## src/rtl/ram_access_ctrl.sv

```systemverilog
// ram_access_ctrl: sequences single/burst RAM accesses through the address decoder with a settle cycle before each enable
module ram_access_ctrl #(
  parameter int ADDR_W = 8,
  parameter int DATA_W = 8,
  parameter int WAIT_CYC = 1
) (
  input  logic              clk,
  input  logic              rst,
  input  logic              req_valid,
  output logic              req_ready,
  input  logic              req_we,
  input  logic [0:ADDR_W-1] req_addr,
  input  logic [1:0]        req_len,
  input  logic [DATA_W-1:0] wr_data,
  output logic              wr_data_ready,
  output logic [DATA_W-1:0] rd_data,
  output logic              rd_valid,
  output logic              busy,
  output logic [0:ADDR_W-1] adress,
  output logic              enram,
  output logic              ram_we,
  output logic [DATA_W-1:0] ram_wdata,
  input  logic [DATA_W-1:0] ram_rdata
);
  typedef enum logic [1:0] {IDLE, SETUP, ACCESS} state_t;
  state_t state, nxt;
  logic we_l, last;
  logic [1:0] beats_left;
  logic [3:0] wcnt;
  assign last = state == ACCESS && wcnt == 4'd0;
  assign busy = state != IDLE;
  assign wr_data_ready = state == SETUP && we_l;
  always_comb begin
    nxt = state == IDLE ? (req_valid && req_ready ? SETUP : IDLE) :
          state == SETUP ? ACCESS :
          !last ? ACCESS :
          beats_left == 2'd0 ? IDLE : SETUP;
  end
  always_ff @(posedge clk or posedge rst) begin
    if (rst) begin
      state <= IDLE;
      req_ready <= 1'b0;
      enram <= 1'b0;
      ram_we <= 1'b0;
      rd_valid <= 1'b0;
      rd_data <= '0;
      ram_wdata <= '0;
      adress <= '0;
      we_l <= 1'b0;
      beats_left <= 2'd0;
      wcnt <= 4'd0;
    end else begin
      state <= nxt;
      req_ready <= nxt == IDLE;
      enram <= nxt == ACCESS;
      ram_we <= nxt == ACCESS && we_l;
      rd_valid <= last && !we_l;
      if (last && !we_l) rd_data <= ram_rdata;
      if (state == IDLE && req_valid && req_ready) begin
        we_l <= req_we;
        adress <= req_addr;
        beats_left <= req_len;
      end
      if (state == SETUP) wcnt <= 4'(WAIT_CYC);
      if (state == SETUP && we_l) ram_wdata <= wr_data;
      if (state == ACCESS && !last) wcnt <= wcnt - 4'd1;
      if (last && beats_left != 2'd0) begin
        adress <= adress + ADDR_W'(1);
        beats_left <= beats_left - 2'd1;
      end
    end
  end
endmodule

```

## config.mk

```make
export PLATFORM = sky130hd
export DESIGN_NAME = ram_access_ctrl
export DESIGN_NICKNAME = d
export VERILOG_FILES = /design/src/rtl/ram_access_ctrl.sv
export SDC_FILE = /design/constraint.sdc
export NUM_CORES = 1
export LEC_CHECK = 0
export CAP_MARGIN = 20
export CORE_UTILIZATION = 30
export CTS_CLUSTER_SIZE = 20
export DETAILED_ROUTE_END_ITERATION = 7
export GPL_TIMING_DRIVEN = 0
export PLACE_DENSITY_LB_ADDON = 0.1
export SLEW_MARGIN = 40
export SYNTH_ARGS = -nofsm -noshare
export SYNTH_HDL_FRONTEND = slang
export SYNTH_SLANG_ARGS = --single-unit
```

## constraint.sdc

```tcl
create_clock -name clk -period 1.85 [get_ports clk]
set_input_delay 0.37 -clock clk [delete_from_list [all_inputs] [get_ports clk]]
set_output_delay 0.37 -clock clk [all_outputs]
set_load 0.02 [all_outputs]
```

### Word-level counts from Yosys, hierarchy flattened

Index checks and enable logic that the tools add are counted.
Widths: inputs -> output; s select.

* bits in registers: 37
* latch bits: 0
* bits in writable memories: 0
* memory bits (read-only): 0
* input bits: 30
* output and inout port bits: 30
* word-level logic and storage cells: 47
* memories kept: 0

* add/subtract/negate cells: 3
* multipliers: 0
* div/mod/pow operators: 0
* order comparisons: 0
* eq/ne operators: 3
* shift-type cells: 0
* multiplexer cells: 11
* bitwise gates (word level): 0
* reductions and logical operators: 19

Operators by type and width (number)
* $mux 8: 2
* $mux 2: 5
* $logic_and 1x1->1: 9
* $add 8x1->8 const B: 1
* $mux 4: 2
* $reduce_bool 2->1: 4
* $logic_not 2->1: 3
* $eq 2x2->1 const B: 2
* $logic_not 4->1: 1
* $sub 4x1->4 const B: 1
* $eq 2x1->1 const B: 1
* $logic_not 1->1: 2
* $mux 1: 2
* $sub 2x1->2 const B: 1

### Logic depth before layout (Yosys ltp)

Gate-level depths: netlist (run 1).

* word-level depth: 7
* mapped depth: 8
* gate-level depth less buffers: 8

### Least setup slack after synthesis (run 1)

OpenSTA, ideal clock, no wires.

* path kind: register to register
* from: reg wcnt[0]
* to: reg rd_data[0]
* setup time: 0.125 ns
* data arrival time: 1.815 ns
* path slack: -0.090 ns
* stages on the path, launching flop included: 7
* path buffers: 1
* clock period less this slack: 1.940 ns
* path through: dfrtp_1 > inv_1 > ha_1 > or3b_4 > or3_1 > buf_6 > mux2_4

* word-level cells in the longest chain between the ends: 3

Ends and longest elaborated chain
* start, declared: RTL line 29 `logic [3:0] wcnt;`
* start signal, assigned: RTL line 64 `if (state == SETUP) wcnt <= 4'(WAIT_CYC);`
* start signal, assigned: RTL line 66 `if (state == ACCESS && !last) wcnt <= wcnt - 4'd1;`
* $logic_not 4->1: RTL line 30 `assign last = state == ACCESS && wcnt == 4'd0;`
* $logic_and 1x1->1: RTL line 30
* $logic_and 1x1->1: RTL line 58 `if (last && !we_l) rd_data <= ram_rdata;`
* end signal, assigned: RTL line 58
* end, declared: RTL line 16 `output logic [DATA_W-1:0] rd_data,`

No other way between the ends.
A chain may end at the register's enable or synchronous reset.

### Final worst setup path (run 1)

* from: reg wcnt[1]
* to: reg rd_data[2]

The elaborated chain is that of the path after synthesis.

==> flow_metrics.env, run 1 <==
export IMPL_status="complete, but fails checks"
export IMPL_violations="negative setup slack"
export IMPL_antenna_found_initial=0
export IMPL_drv_slew=0
export IMPL_io_pins=60
export IMPL_clk_pin_slew_ns=0.07
export IMPL_postSynthNetCount=197
export IMPL_r2r_cells=6
export IMPL_dpl_instance_area_mm2=0.00238
export IMPL_final_period_utilization_pct=103
export IMPL_synth_seq_cells=36
export IMPL_yosys_cell_types_count=43
export IMPL_area_growth_pct=62.6
export IMPL_port_buffers=59
export IMPL_slew_headroom_pct=70.1
export IMPL_fmax_mhz=523
export IMPL_synth_edf_count=0
export IMPL_grt_pass1_wl_um=7190
export IMPL_cts_buffer_depth=2
export IMPL_tightest_slew_ns=0.448
export IMPL_r2r_setup_slack_ns=-0.06
export IMPL_synth_area_mm2=0.00168
export IMPL_placementRows=26
export IMPL_hold_violations=0
export IMPL_skew_ns=0.00617
export IMPL_detail_route_antenna_nets=0
export IMPL_postLayoutSetupSlackWorst_ns=-0.0636
export IMPL_async_reset_ff_share_pct=100
export IMPL_r2r_start="wcnt[1]"
export IMPL_setup_viol=8
export IMPL_pre_cts_ws_ns=-0.620
export IMPL_avgSynthCellArea_um2=10.3
export IMPL_synth_cells=163
export IMPL_rsz0062_at_grt="true"
export IMPL_synth_area_leaders="dfrtp_1 54%, nand2_1 7.4%, mux2_4 7.2%, inv_1 3.1%, ha_1 3.0%"
export IMPL_antenna_cells=0
export IMPL_clock_latency_ns=0.28
export IMPL_synth_common_cells="36 x dfrtp_1, 33 x nand2_1, 14 x inv_1, 8 x mux2_4, 8 x nor2_1"
export IMPL_postLayoutCellArea_mm2=0.00273
export IMPL_gp_congestion=0.751
export IMPL_fp_dieW_um=76.8
export IMPL_required_ns=2.02
export IMPL_postCtsHoldBufs=0
export IMPL_numCtsBuffers=5
export IMPL_fp_dieArea_mm2=0.00590
export IMPL_hold_class="input pin to async pin"
export IMPL_cts_root_buf="clkbuf_8"
export IMPL_setup_worst_path_start_class="flip-flop"
export IMPL_timing_rr_end="rd_data[2]"
export IMPL_die_h_um=76.8
export IMPL_vias_per_cell=4.63
export IMPL_routedWlPerCell_um=13.8
export IMPL_drt_first_pass_iters=4
export IMPL_arrival_ns=2.08
export IMPL_fill_cells=475
export IMPL_drive_gt1_share_pct=25.6
export IMPL_drc=0
export IMPL_leakage_nw=1.26
export IMPL_initial_core_util_pct=32.1
export IMPL_drv_cap=0
export IMPL_synthFlopType="dfrtp_1"
export IMPL_globalRouteOverflowTotal=0
export IMPL_synth_most_common_cell="dfrtp_1"
export IMPL_power_density_mw_per_mm2=1750
export IMPL_synth_top_area_cell="dfrtp_1"
export IMPL_grt_total_usage_pct=15.4
export IMPL_yosysWarnings=0
export IMPL_num_nets_final=287
export IMPL_grt_max_degree=20
export IMPL_drt_iter0_drc=82
export IMPL_num_vias=1499
export IMPL_period_needed_ns=1.91
export IMPL_max_vdd_ir_drop_mv=0.717
export IMPL_htreeDepth=2
export IMPL_synth_top_area_share_pct=53.7
export IMPL_first_global_vias=1504
export IMPL_criticalPathCategory="flip-flop to flip-flop"
export IMPL_yosysSeqAreaShare_pct=53.7
export IMPL_cts_tree="done"
export IMPL_wl_um=4470
export IMPL_cts_sinks=36
export IMPL_cp_end_kind="flip-flop"
export IMPL_post_dp_hpwl_um=2910
export IMPL_core_mm2=0.00524
export IMPL_cp_max_fo=5
-- metrics by stage --
stage          utilization [%]  cells  setup TNS (ns)  total power (W)  hold slack, ns
3_5_place_dp              45.5    293           -3.75          0.00375           0.462
6_report                  52.1    324          -0.420          0.00477           0.405
5_1_grt                   52.1    324           -1.02          0.00510           0.440
3_3_place_gp              45.0    292          -11.08          0.00372           0.458
4_1_cts                   50.6    319          -0.371          0.00463           0.418
2_1_floorplan                -    163          -0.704          0.00279           0.475
-- timing repair --
item                                    4_1_cts  5_1_grt
pin swaps                                     4        5
resized for setup                            20       16
endpoints found under the setup margin       16       21
buffers inserted                             17        7
cloned                                        1        0
-- kinds of logic after synthesis --
kind of cell | Yosys count | share of synthesized area, %
buffers and inverters | 21 | 5.14
DFF | 36 | 53.7
adders and majority gates | 4 | 2.98
AOI/OAI and AO/OA | 30 | 12.1
and+or+nand+nor | 64 | 18.9
muxes | 8 | 7.15
-- state kept, by name, indices dropped and copies added (netlist names) --
register and flops:
enram 1, state 1, req_ready 1, we_l 1, adress 8, ram_we 1, beats_left 2, rd_valid 1
wcnt 4, rd_data 8, ram_wdata 8
-- cell usage in the layout (no fill, tap or decap), types with 2 or more instances in the layout --
| cell | instances |
|---|---|
| nor2_2 | 2 |
| a22oi_1 | 2 |
| nor3b_1 | 3 |
| o21ai_1 | 3 |
| ha_1 | 2 |
| nand2_1 | 33 |
| clkbuf_2 | 3 |
| and3_1 | 2 |
| o21ai_0 | 4 |
| nor3_1 | 2 |
| inv_1 | 11 |
| clkinv_2 | 3 |
| clkdlybuf4s50_1 | 57 |
| a21oi_1 | 3 |
| nor2_1 | 7 |
| mux2_4 | 8 |
| buf_6 | 6 |
| clkbuf_8 | 7 |
| dfrtp_1 | 35 |
| a221o_1 | 2 |
| nand3_1 | 2 |
| nor4_1 | 2 |
| buf_4 | 18 |
| inv_2 | 4 |
| o211ai_1 | 2 |
| ha_4 | 2 |
| o22ai_1 | 3 |
-- critical path: stages, from the launching register on --
cell	delay, ns
dfrtp_1	0.39
inv_2	0.09
ha_4	0.13
or3b_4	0.39
or3_4	0.36
buf_6	0.15
mux2_4	0.30
-- power breakdown --
group / leakage, nW / internal (W) / switching [W]
logic: 0.784 / 0.00144 / 0.00129
registers: 0.429 / 0.00118 / 0.000290
clock network: 0.0510 / 0.000297 / 0.000273
total: 1.26 / 0.00292 / 0.00186
-- worst max-delay path by stage --
stage	slack, ns	startpoint	endpoint	cells after the start
after floorplan	-0.09	wcnt[0]	rd_data[0]	6
after global placement	-0.63	enram	wr_data_ready	4
after detailed placement	-0.62	enram	wr_data_ready	4
after CTS	-0.06	wcnt[0]	rd_data[2]	6
after global routing	-0.11	wcnt[0]	rd_data[2]	6
final	-0.06	wcnt[1]	rd_data[2]	6
-- layer usage --
metal	GRT usage, %	wire length [µm]
met1	19.6	2060
met2	25.6	2170
met3	3.57	195
met4	4.81	42
met5	0	0
-- cell type report --
class                      count  area (µm²)  area share, %
clock buffer                   6        82.6           3.02
buffer                         5        40.0           1.47
inverter                      16        61.3           2.25
multi-input combinational    106         743           27.2
timing repair buffer          83         803           29.4
tap                           70        87.6           3.21
sequential                    36         902           33.0
clock inverter                 2        10.0          0.367
Power figures use the tool's default switching activity.
==> run 2, diff against run 1 <==
--- a/config.mk
+++ b/config.mk
@@ -6,7 +6,7 @@
 export NUM_CORES = 1
 export LEC_CHECK = 0
 export CAP_MARGIN = 20
-export CORE_UTILIZATION = 30
+export CORE_UTILIZATION = 25
 export CTS_CLUSTER_SIZE = 20
 export DETAILED_ROUTE_END_ITERATION = 7
 export GPL_TIMING_DRIVEN = 0
==> flow_metrics.env, run 2 (synthesized netlist as in run 1, its figures left out) <==
export IMPL_max_vdd_ir_drop_mv=0.637
export IMPL_setup_viol=8
export IMPL_drive_gt1_share_pct=22.8
export IMPL_leakage_nw=1.23
export IMPL_clk_pin_slew_ns=0.07
export IMPL_hold_violations=0
export IMPL_fmax_mhz=520
export IMPL_drv_cap=0
export IMPL_final_util_pct=41.7
export IMPL_grt_max_degree=24
export IMPL_cts_tree="done"
export IMPL_die_h_um=84.0
export IMPL_crit_chain="inv_2 > ha_4 > or3b_4 > or3_4 > buf_6 > mux2_4"
export IMPL_postLayoutCellArea_mm2=0.00268
export IMPL_cts_sinks=36
export IMPL_postLayoutSetupSlackWorst_ns=-0.0730
export IMPL_worst_path_largest_cell_delay_ns=0.40
export IMPL_rsz0062_at_grt="true"
export IMPL_final_cell_mix="57 x clkdlybuf4s50_1, 36 x dfrtp_1, 33 x nand2_1"
export IMPL_skew_ns=0.00578
export IMPL_num_vias=1461
export IMPL_criticalPathCategory="flip-flop to flip-flop"
export IMPL_fp_dieW_um=84.0
export IMPL_htreeDepth=2
export IMPL_io_pins=60
export IMPL_placementRows=29
export IMPL_drt_iter0_drc=80
export IMPL_drv_slew=0
export IMPL_fp_dieArea_mm2=0.00705
export IMPL_power_w=0.00464
export IMPL_first_global_vias=1453
export IMPL_grt_total_usage_pct=13.1
export IMPL_routedWlPerCell_um=13.2
export IMPL_violations="design-rule violations, negative setup slack"
export IMPL_initial_core_util_pct=26.1
export IMPL_status="complete, but fails checks"
export IMPL_gp_congestion=0.726
export IMPL_wl_um=4300
export IMPL_dpl_instance_area_mm2=0.00238
export IMPL_reg_largest_list="adress x8, ram_wdata x8, rd_data x8"
export IMPL_drc=11
export IMPL_period_needed_ns=1.92
export IMPL_core_mm2=0.00642
export IMPL_cts_root_buf="clkbuf_8"
export IMPL_final_period_utilization_pct=104
export IMPL_power_density_mw_per_mm2=1730
export IMPL_numCtsBuffers=5
export IMPL_hold_class="input pin to async pin"
export IMPL_hold_ws_ns=0.437
export IMPL_grt_pass1_wl_um=7190
export IMPL_port_buffers=59
export IMPL_globalRouteOverflowTotal=0
export IMPL_antenna_cells=0
export IMPL_drt_first_pass_iters=6
export IMPL_vias_per_cell=4.47
export IMPL_area_growth_pct=59.4
export IMPL_detail_route_antenna_nets=0
export IMPL_crit_slowest_cell="or3b_4"
export IMPL_finalSetupTns_ns=-0.539
export IMPL_slew_headroom_pct=66.4
export IMPL_antenna_found_initial=0
export IMPL_arrival_ns=2.09
export IMPL_clock_latency_ns=0.28
export IMPL_final_common_cell="clkdlybuf4s50_1"
export IMPL_num_nets_final=283
export IMPL_cp_end_kind="flip-flop"
export IMPL_tightest_slew_ns=0.504
export IMPL_cts_buffer_depth=2
export IMPL_required_ns=2.02
export IMPL_cp_max_fo=5
export IMPL_post_dp_hpwl_um=2960
export IMPL_setup_worst_path_start_class="flip-flop"
export IMPL_r2r_cells=6
==> run 2: cell types whose count changed in the layout (fill, tap and decap cells not counted), sizes merged <==
cell and change:
buf -2, clkinv -3, inv +1
==> run 2: layout make-up <==
type                            count  area, µm²
Buffer                              5       33.8
Clock buffer                        8       90.1
Fill cell                         629       3750
Inverter                           16       62.6
Multi-Input combinational cell    106        739
Sequential cell                    36        901
Tap cell                           77       96.3
Timing Repair Buffer               79        753
==> run 2: report_power, final <==
part / total [W] / internal [W] / switching, W
clock: 0.000565 / 0.000304 / 0.000262
combinational: 0.00262 / 0.00137 / 0.00125
sequential: 0.00145 / 0.00117 / 0.000275
==> run 2: through the flow <==
stage	worst slack [ns]	cells
final	-0.0730	327
after global routing	-0.133	327
after CTS	-0.0651	325
after detailed placement	-0.606	300
after global placement	-0.650	299
after floorplan	-0.0880	163
==> run 2: repair_timing <==
item	CTS	global route
endpoints found under the setup margin	17	21
setup buffers	16	3
gates cloned	1	0
gates resized for setup	18	16
hold buffers	0	0
pin swaps	5	7
==> run 2: final timing paths <==
path	from	end	slack [ns]
min in group clk	ram_wdata[4]	ram_wdata[4]	0.47
max in group asynchronous	rst	enram	0.94
max	wcnt[1]	rd_data[5]	-0.07
min reg2reg	ram_wdata[4]	ram_wdata[4]	0.47
max reg2reg	wcnt[1]	rd_data[5]	-0.07
min	rst	rd_data[5]	0.44
==> run 2: routing by layer <==
layer  vias to the layer above  share of wire (%)  track usage, %
li1                        732                  -               -
met1                       680                 48            17.5
met2                        44                 45            20.1
met3                         5                5.9            3.76
met4                         0                1.1            4.70
met5                         -                  0               0
==> run 2: critical path: cells and delay by family (launching register included) <==
| family | cells | cell delay (ns) |
|---|---|---|
| fa+ha+maj | 1 | 0.13 |
| simple gates | 2 | 0.76 |
| mux | 1 | 0.29 |
| flops | 1 | 0.39 |
| buf+inv | 2 | 0.24 |
==> run 3, diff against run 2 <==
--- a/config.mk
+++ b/config.mk
@@ -5,7 +5,10 @@
 export SDC_FILE = /design/constraint.sdc
 export NUM_CORES = 1
 export LEC_CHECK = 0
+export ABC_CLOCK_PERIOD_IN_PS = 1850
 export CAP_MARGIN = 20
+export CELL_PAD_IN_SITES_DETAIL_PLACEMENT = 0
+export CELL_PAD_IN_SITES_GLOBAL_PLACEMENT = 1
 export CORE_UTILIZATION = 25
 export CTS_CLUSTER_SIZE = 20
 export DETAILED_ROUTE_END_ITERATION = 7
==> flow_metrics.env, run 3 (synthesized netlist as in run 1, its figures left out) <==
export IMPL_globalRouteOverflowTotal=0
export IMPL_numCtsBuffers=5
export IMPL_hold_depth=2
export IMPL_reg_largest_list="adress x8, ram_wdata x8, rd_data x8"
export IMPL_fp_dieW_um=84.0
export IMPL_arrival_ns=2.15
export IMPL_crit_slowest_cell="or3b_4"
export IMPL_detail_route_antenna_nets=0
export IMPL_core_mm2=0.00642
export IMPL_worst_path_largest_cell_delay_ns=0.40
export IMPL_r2r_cells=6
export IMPL_cts_sinks=36
export IMPL_clk_pin_slew_ns=0.07
export IMPL_criticalPathCategory="flip-flop to flip-flop"
export IMPL_status="complete, but fails checks"
export IMPL_first_global_vias=1513
export IMPL_cts_tree="done"
export IMPL_power_density_mw_per_mm2=1730
export IMPL_io_pins=60
export IMPL_dpl_instance_area_mm2=0.00237
export IMPL_cp_num_buf_inv=2
export IMPL_rsz0062_at_grt="true"
export IMPL_grt_max_degree=37
export IMPL_clock_latency_ns=0.29
export IMPL_drv_slew=0
export IMPL_hold_ws_ns=0.472
export IMPL_hold_violations=0
export IMPL_initial_core_util_pct=26.1
export IMPL_cp_max_fo=5
export IMPL_setup_viol=8
export IMPL_grt_pass1_wl_um=7290
export IMPL_skew_ns=0.00607
export IMPL_r2r_start="wcnt[1]"
export IMPL_num_vias=1492
export IMPL_path_delay_family="simple AND/OR/NAND/NOR gates"
export IMPL_fp_dieArea_mm2=0.00705
export IMPL_final_cell_mix="57 x clkdlybuf4s50_1, 35 x dfrtp_1, 33 x nand2_1"
export IMPL_crit_chain="inv_2 > ha_4 > or3b_4 > or3_4 > buf_6 > mux2_4"
export IMPL_final_util_pct=40.6
export IMPL_antenna_cells=0
export IMPL_required_ns=2.03
export IMPL_drive_gt1_share_pct=21.1
export IMPL_num_nets_final=279
export IMPL_placementRows=29
export IMPL_antenna_found_initial=0
export IMPL_area_growth_pct=55.4
export IMPL_grt_total_usage_pct=13.5
export IMPL_min_to="ram_wdata[0]"
export IMPL_leakage_nw=1.20
export IMPL_final_common_cell="clkdlybuf4s50_1"
export IMPL_r2r_setup_slack_ns=-0.12
export IMPL_cp_end_kind="flip-flop"
export IMPL_violations="design-rule violations, negative setup slack"
export IMPL_setup_worst_path_start_class="flip-flop"
export IMPL_gp_congestion=0.779
export IMPL_postLayoutSetupSlackWorst_ns=-0.121
export IMPL_drt_iter0_drc=63
export IMPL_hp_start="ram_wdata[0]"
export IMPL_max_vdd_ir_drop_mv=0.558
export IMPL_finalSetupTns_ns=-0.896
export IMPL_post_dp_hpwl_um=3010
export IMPL_htreeDepth=2
export IMPL_hold_class="flip-flop to flip-flop"
export IMPL_postLayoutCellArea_mm2=0.00261
export IMPL_timing_rr_end="rd_data[2]"
export IMPL_drc=8
export IMPL_fmax_mhz=507
export IMPL_pre_cts_ws_ns=-0.602
export IMPL_port_buffers=59
export IMPL_final_period_utilization_pct=107
export IMPL_drt_first_pass_iters=6
export IMPL_routedWlPerCell_um=13.8
export IMPL_wl_um=4460
export IMPL_cts_buffer_depth=2
export IMPL_tightest_slew_ns=0.659
export IMPL_fill_cells=613
export IMPL_drv_cap=0
export IMPL_period_needed_ns=1.97
export IMPL_die_h_um=84.0
export IMPL_vias_per_cell=4.62
export IMPL_cts_root_buf="clkbuf_8"
export IMPL_slew_headroom_pct=56.0
[run 3: cell types whose count changed in the layout (fill, tap and decap cells not counted), moves of 2 or more]
cell and change:
buf_2 -2, buf_6 -2, clkbuf_1 -2, clkbuf_2 +2, clkinv_2 +3, o21ai_0 +2
[run 3: area by class of cell]
cell class | count | area, µm² | area share (%)
Multi-Input combinational cell | 106 | 712 | 27.3
Clock buffer | 6 | 82.6 | 3.17
Timing Repair Buffer | 75 | 708 | 27.1
Inverter | 16 | 63.8 | 2.45
Buffer | 5 | 33.8 | 1.29
Sequential cell | 36 | 902 | 34.6
Tap cell | 77 | 96.3 | 3.69
Clock inverter | 2 | 10.0 | 0.384
[run 3: report_power, final]
| part | internal, W | leakage, nW | total (W) | switching, W |
|---|---|---|---|---|
| registers | 0.00118 | 0.429 | 0.00146 | 0.000287 |
| logic | 0.00127 | 0.722 | 0.00248 | 0.00121 |
| clock network | 0.000297 | 0.0510 | 0.000582 | 0.000285 |
| total | 0.00274 | 1.20 | 0.00452 | 0.00178 |
[run 3: how the worst max path moves through the flow]
stage            start             to  slack [ns]  cells past startpoint
4_1_cts        wcnt[1]     rd_data[2]       -0.12                      6
6_report       wcnt[1]     rd_data[2]       -0.12                      6
3_3_place_gp     enram  wr_data_ready       -0.57                      4
3_5_place_dp     enram  wr_data_ready       -0.60                      4
5_1_grt        wcnt[1]     rd_data[2]       -0.17                      6
2_1_floorplan  wcnt[0]     rd_data[0]       -0.09                      6
[run 3: per-layer routing]
metal  vias to the layer above  wire length, µm  global-route usage, %
met5                         -                0                      0
met4                         0              116                   6.74
met3                        11              234                   4.45
met2                        44             2190                   21.5
met1                       712             1930                   16.2
li1                        725                -                      -
[run 3: worst min-delay path: cells and delay by family (launching register included)]
| family | cells | cell delay, ns |
|---|---|---|
| flip-flops | 1 | 0.34 |
| AND/OR/NAND/NOR | 2 | 0.10 |
[run 3: per-stage QoR]
| step | std cells | power, W |
|---|---|---|
| floorplan | 163 | 0.00279 |
| global placement | 299 | 0.00371 |
| detailed placement | 299 | 0.00376 |
| CTS | 315 | 0.00450 |
| global route | 323 | 0.00485 |
| finish | 323 | 0.00452 |
[run 3: repair_timing]
action / 4_1_cts / 5_1_grt
pin swaps: 2 / 2
resized for setup: 16 / 8
buffers inserted: 7 / 8
hold buffers: 0 / 0
endpoints found under the setup margin: 21 / 22
gates cloned: 1 / 0
==> RTL change 1: new RTL, settings of run 1 <==
Change the parameter `ADDR_W` from 8 to 7.
--- a/src/rtl/ram_access_ctrl.sv
+++ b/src/rtl/ram_access_ctrl.sv
@@ -2,3 +2,3 @@
 module ram_access_ctrl #(
-  parameter int ADDR_W = 8,
+  parameter int ADDR_W = 7,
   parameter int DATA_W = 8,
Ports: changed (resized adress and req_addr); port bits go from 60 to 58. The function was not compared with the original's and may differ.
==> RTL change 1 against run 1 <==
  * Cell area decreased by 9.9%
  * Total power is 11% lower
  * Cell count fell by 7.7%
  * Sequential share of layout area is 2.6 points higher
  * Via count is 7.4% lower
  * Synthesized area down 2.2%
  * Combinational power decreased by 16%
  * Setup slack better by 0.15 ns
  * Count of clock-buffer cells in the layout is 1 lower
  * Routed wire length fell by 14%
  * Synthesized cell count fell by 2.5%
  * Sequential cell count shrank 1
  * Non-clock buffer count decreased by 22
  * Largest power group unchanged
  * Highest routed layer unchanged
==> RTL change 1: results (changes against run 1) <==
status=completed (was finished with violations); WL met2=1.880 mm (was 2.172 mm); register area share after synthesis=53.31% (was 53.65%); post-synth cell types=39 (was 43); Buffers on Ports=57 (was 59); worst r2r dst=rd_data[7] (was rd_data[2]); placed wire-length estimate=2.737 mm (was 2.907 mm); FF-to-FF setup slack=0.09 ns (was -0.06 ns); GRT met1 Usage=17.74% (was 19.63%); CP peak stage delay=0.44 ns (was 0.39 ns); Setup WS pre-CTS=-0.3810 ns (was -0.6198 ns); VDD IR max=0.0006262 V (was 0.0007171 V); CTS root buffer=clkbuf_8 (unchanged); number of global-route vias before repair=1397 (was 1504); CTS H-tree lvls=2 (unchanged); critical-path maximum fanout=9 (was 5); metal3 WL=191 microns (was 195 microns); placed inst area=0.002301 sq mm (was 0.002385 sq mm); M3 GR Usage=4.431% (was 3.571%); largest net degree at the start of global routing=36 (was 20); initial drt markers=87 (was 82); Final nets=261 (was 287); drt first pass iters=6 (was 4); most common library cells after synthesis=35 x dfrtp_1, 34 x nand2_1, 12 x inv_1 (was 36 x dfrtp_1, 33 x nand2_1, 14 x inv_1); Final Setup Violations=0 (was 8); biggest regs=ram_wdata x8, rd_data x8, adress x7 (was adress x8, ram_wdata x8, rd_data x8); detailed-route wire length per cell=12.93 microns (was 13.80 microns); gr usage total=14.25% (was 15.39%); met1 wire length=1.767 mm (was 2.062 mm); first-pass GRT wire length=6.479 mm (was 7.189 mm); worst slew pin tran=0.6281 ns (was 0.4479 ns); met2 usage=23.45% (was 25.62%); critical path arrival=1.94 ns (was 2.08 ns); vias per cell=4.642 (was 4.627)
RTL change 1: how the worst max path moves through the flow:
stage | start | to | slack (ns) | cells past startpoint
after floorplan | wcnt[0] | rd_data[0] | 0.14 | 6
after detailed placement | enram | wr_data_ready | -0.38 | 4
after global routing | beats_left[0] | adress[4] | 0.02 | 7
after CTS | wcnt[0] | rd_data[6] | 0.01 | 6
after global placement | enram | wr_data_ready | -0.35 | 4
final | wcnt[0] | rd_data[7] | 0.09 | 6
RTL change 1: through the flow:
stage / std cells / hold slack, ns
after floorplan: 159 / 0.4754
after detailed placement: 286 / 0.4672
after global routing: 299 / 0.4900
final: 299 / 0.4713
after global placement: 286 / 0.4573
after CTS: 297 / 0.4830
RTL change 1: layout make-up:
cell class / instances / area, sq um
Fill cell: 511 / 2746
Sequential cell: 35 / 877.1
Multi-Input combinational cell: 106 / 714.4
Timing Repair Buffer: 63 / 605.6
Tap cell: 70 / 87.58
Clock buffer: 5 / 68.82
Inverter: 14 / 58.81
Buffer: 3 / 26.28
Clock inverter: 3 / 20.02
RTL change 1: repair_timing:
action / CTS / global route
gates resized for setup: 11 / 9
pin swaps: 0 / 0
setup buffers: 3 / 3
cloned: 0 / 0
endpoints found under the setup margin: 2 / 17
RTL change 1: cells by family (layout without fill, tap and decap cells):
logic type               after synthesis  in the layout  share of synthesized area, %
buffers and inverters                 18             88                         4.721
adder cells (fa/ha/maj)                4              4                         3.047
AND/OR/NAND/NOR                       65             65                         19.73
flip-flops                            35             35                         53.31
multiplexers                           8              8                         7.312
AO/OA/AOI/OAI                         29             29                         11.88
RTL change 1: report_power, final:
part	switching (W)	internal (W)
combinational	0.00111	0.00119
clock	0.000284	0.000262
sequential	0.000278	0.00114
total	0.00167	0.00259
==> RTL change 2: new RTL, flow settings as in run 1 <==
Made on the original files. Re-encode `state_t` (3 states) as one-hot, 3 bits wide.
--- a/src/rtl/ram_access_ctrl.sv
+++ b/src/rtl/ram_access_ctrl.sv
@@ -24,3 +24,3 @@
 );
-  typedef enum logic [1:0] {IDLE, SETUP, ACCESS} state_t;
+  typedef enum logic [2:0] {IDLE = 3'b001, SETUP = 3'b010, ACCESS = 3'b100} state_t;
   state_t state, nxt;
Check against the original RTL: same outputs for any inputs over 10 cycles, from zero or initial values and one cycle with rst high; not proved beyond that.
==> RTL change 2 against run 1 <==
  * The run still ends with negative setup slack left
  * Count of clock-buffer cells in the layout did not move
  * Sequential cell count grew 2
  * Sequential power is 3% lower
  * Setup slack worse by 0.17 ns
  * Synthesized area unchanged
  * Combinational power decreased by 15%
  * Total power down 6.2%
  * Routed wire length is 1.2% higher
  * Die area unchanged
  * Sequential share of layout area is essentially flat
  * Cell area is 5.6% higher
  * Non-clock buffer count increased by 3
  * Global-route usage rose by 0.71 points
  * Critical path type unchanged
  * Critical endpoint is now adress[2]
  * Largest cell class unchanged
==> RTL change 2: results (changes against run 1) <==
status=finished with violations (unchanged); failing checks=negative setup slack (unchanged); M3 GR Usage=3.929% (was 3.571%); slew margin rel.=65.44% (was 70.09%); Post-Synth Adder-Cell Area=2.235% (was 2.981%); Post-Syn Nets=179 (was 197); CP peak stage delay=0.47 ns (was 0.39 ns); Final nets=272 (was 287); GRT met1 Usage=19.49% (was 19.63%); register area share after synthesis=56.71% (was 53.65%); post_cts resized=34 (was 20); largest net degree at the start of global routing=23 (was 20); post-synthesis xor/xnor area fraction=0.5216% (was 0%); critical path arrival=2.31 ns (was 2.08 ns); worst clock skew=0.005041 ns (was 0.006171 ns); metal3 WL=186 microns (was 195 microns); placed wire-length estimate=2.946 mm (was 2.907 mm); VDD IR max=0.0006576 V (was 0.0007171 V); Synth Area in Compound Gates=9.314% (was 12.15%); Final Setup Violations=18 (was 8); Area contributors post-synth=dfrtp_1 55%, mux2_2 11%, nor2_1 3.4%, inv_1 2.5%, ha_1 2.2% (was dfrtp_1 54%, nand2_1 7.4%, mux2_4 7.2%, inv_1 3.1%, ha_1 3.0%); most common library cells after synthesis=37 x dfrtp_1, 17 x mux2_2, 15 x nor2_1 (was 36 x dfrtp_1, 33 x nand2_1, 14 x inv_1); met2 usage=27.86% (was 25.62%); gr usage total=16.10% (was 15.39%); number of global-route vias before repair=1552 (was 1504); post-synthesis mux area share=12.59% (was 7.154%); first-pass GRT wire length=7.458 mm (was 7.189 mm); worst setup slack after layout=-0.2338 ns (was -0.06360 ns); # fillers=456 (was 475); critical-path maximum fanout=4 (was 5); GP Congestion=0.7748 (was 0.7505); slowest cell on the critical path=or4_1 (was dfrtp_1); initial drt markers=40 (was 82); met1 wire length=1.941 mm (was 2.062 mm); Max Used Layer=met4 (unchanged); layout cells sized above 1=34.31% (was 25.59%); Leak=1.280 nW (was 1.264 nW)
## RTL change 2: changes by cell type after synthesis, moves of 5 or more
cell	change
nand2_1	-25
mux2_2	+17
mux2_4	-8
nor2_1	+7
nand3_1	+5
## RTL change 2: where the power goes
part	internal [W]	switching, W
clock	0.000431	0.000285
combinational	0.00126	0.00107
sequential	0.00116	0.000263
total	0.00286	0.00162
## RTL change 2: worst paths after layout
path	start	end	slack (ns)	cells past startpoint
max	wcnt[0]	adress[2]	-0.23	7
min	rst	rd_data[6]	0.43	2
max reg2reg	wcnt[0]	adress[2]	-0.23	7
min reg2reg	ram_wdata[6]	ram_wdata[6]	0.51	1
max in group asynchronous	rst	state[0]	0.87	3
min in group clk	ram_wdata[6]	ram_wdata[6]	0.51	1
## RTL change 2: metrics by stage
| stage | cells | utilization [%] | cell area (sq um) | worst slack, ns | TNS, ns |
|---|---|---|---|---|---|
| floorplan | 146 | - | 1697 | -0.2884 | -2.754 |
| global placement | 275 | 45.34 | 2375 | -0.5200 | -16.63 |
| detailed placement | 276 | 45.87 | 2402 | -0.6156 | -8.305 |
| CTS | 299 | 52.96 | 2774 | -0.3183 | -3.099 |
| global route | 309 | 55.06 | 2884 | -0.3483 | -4.156 |
| finish | 309 | 55.06 | 2884 | -0.2338 | -2.956 |
## RTL change 2: layout make-up
| cell class | instances | area [sq um] | share of cell area [%] |
|---|---|---|---|
| repair buffers | 88 | 862.1 | 29.89 |
| plain buffers | 3 | 21.27 | 0.7375 |
| well taps | 70 | 87.58 | 3.037 |
| flip-flops and latches | 38 | 953.4 | 33.06 |
| clock buffers | 6 | 82.58 | 2.863 |
| inverters | 11 | 41.29 | 1.432 |
| clock inverters | 1 | 30.03 | 1.041 |
| multi-input cells | 92 | 805.8 | 27.94 |
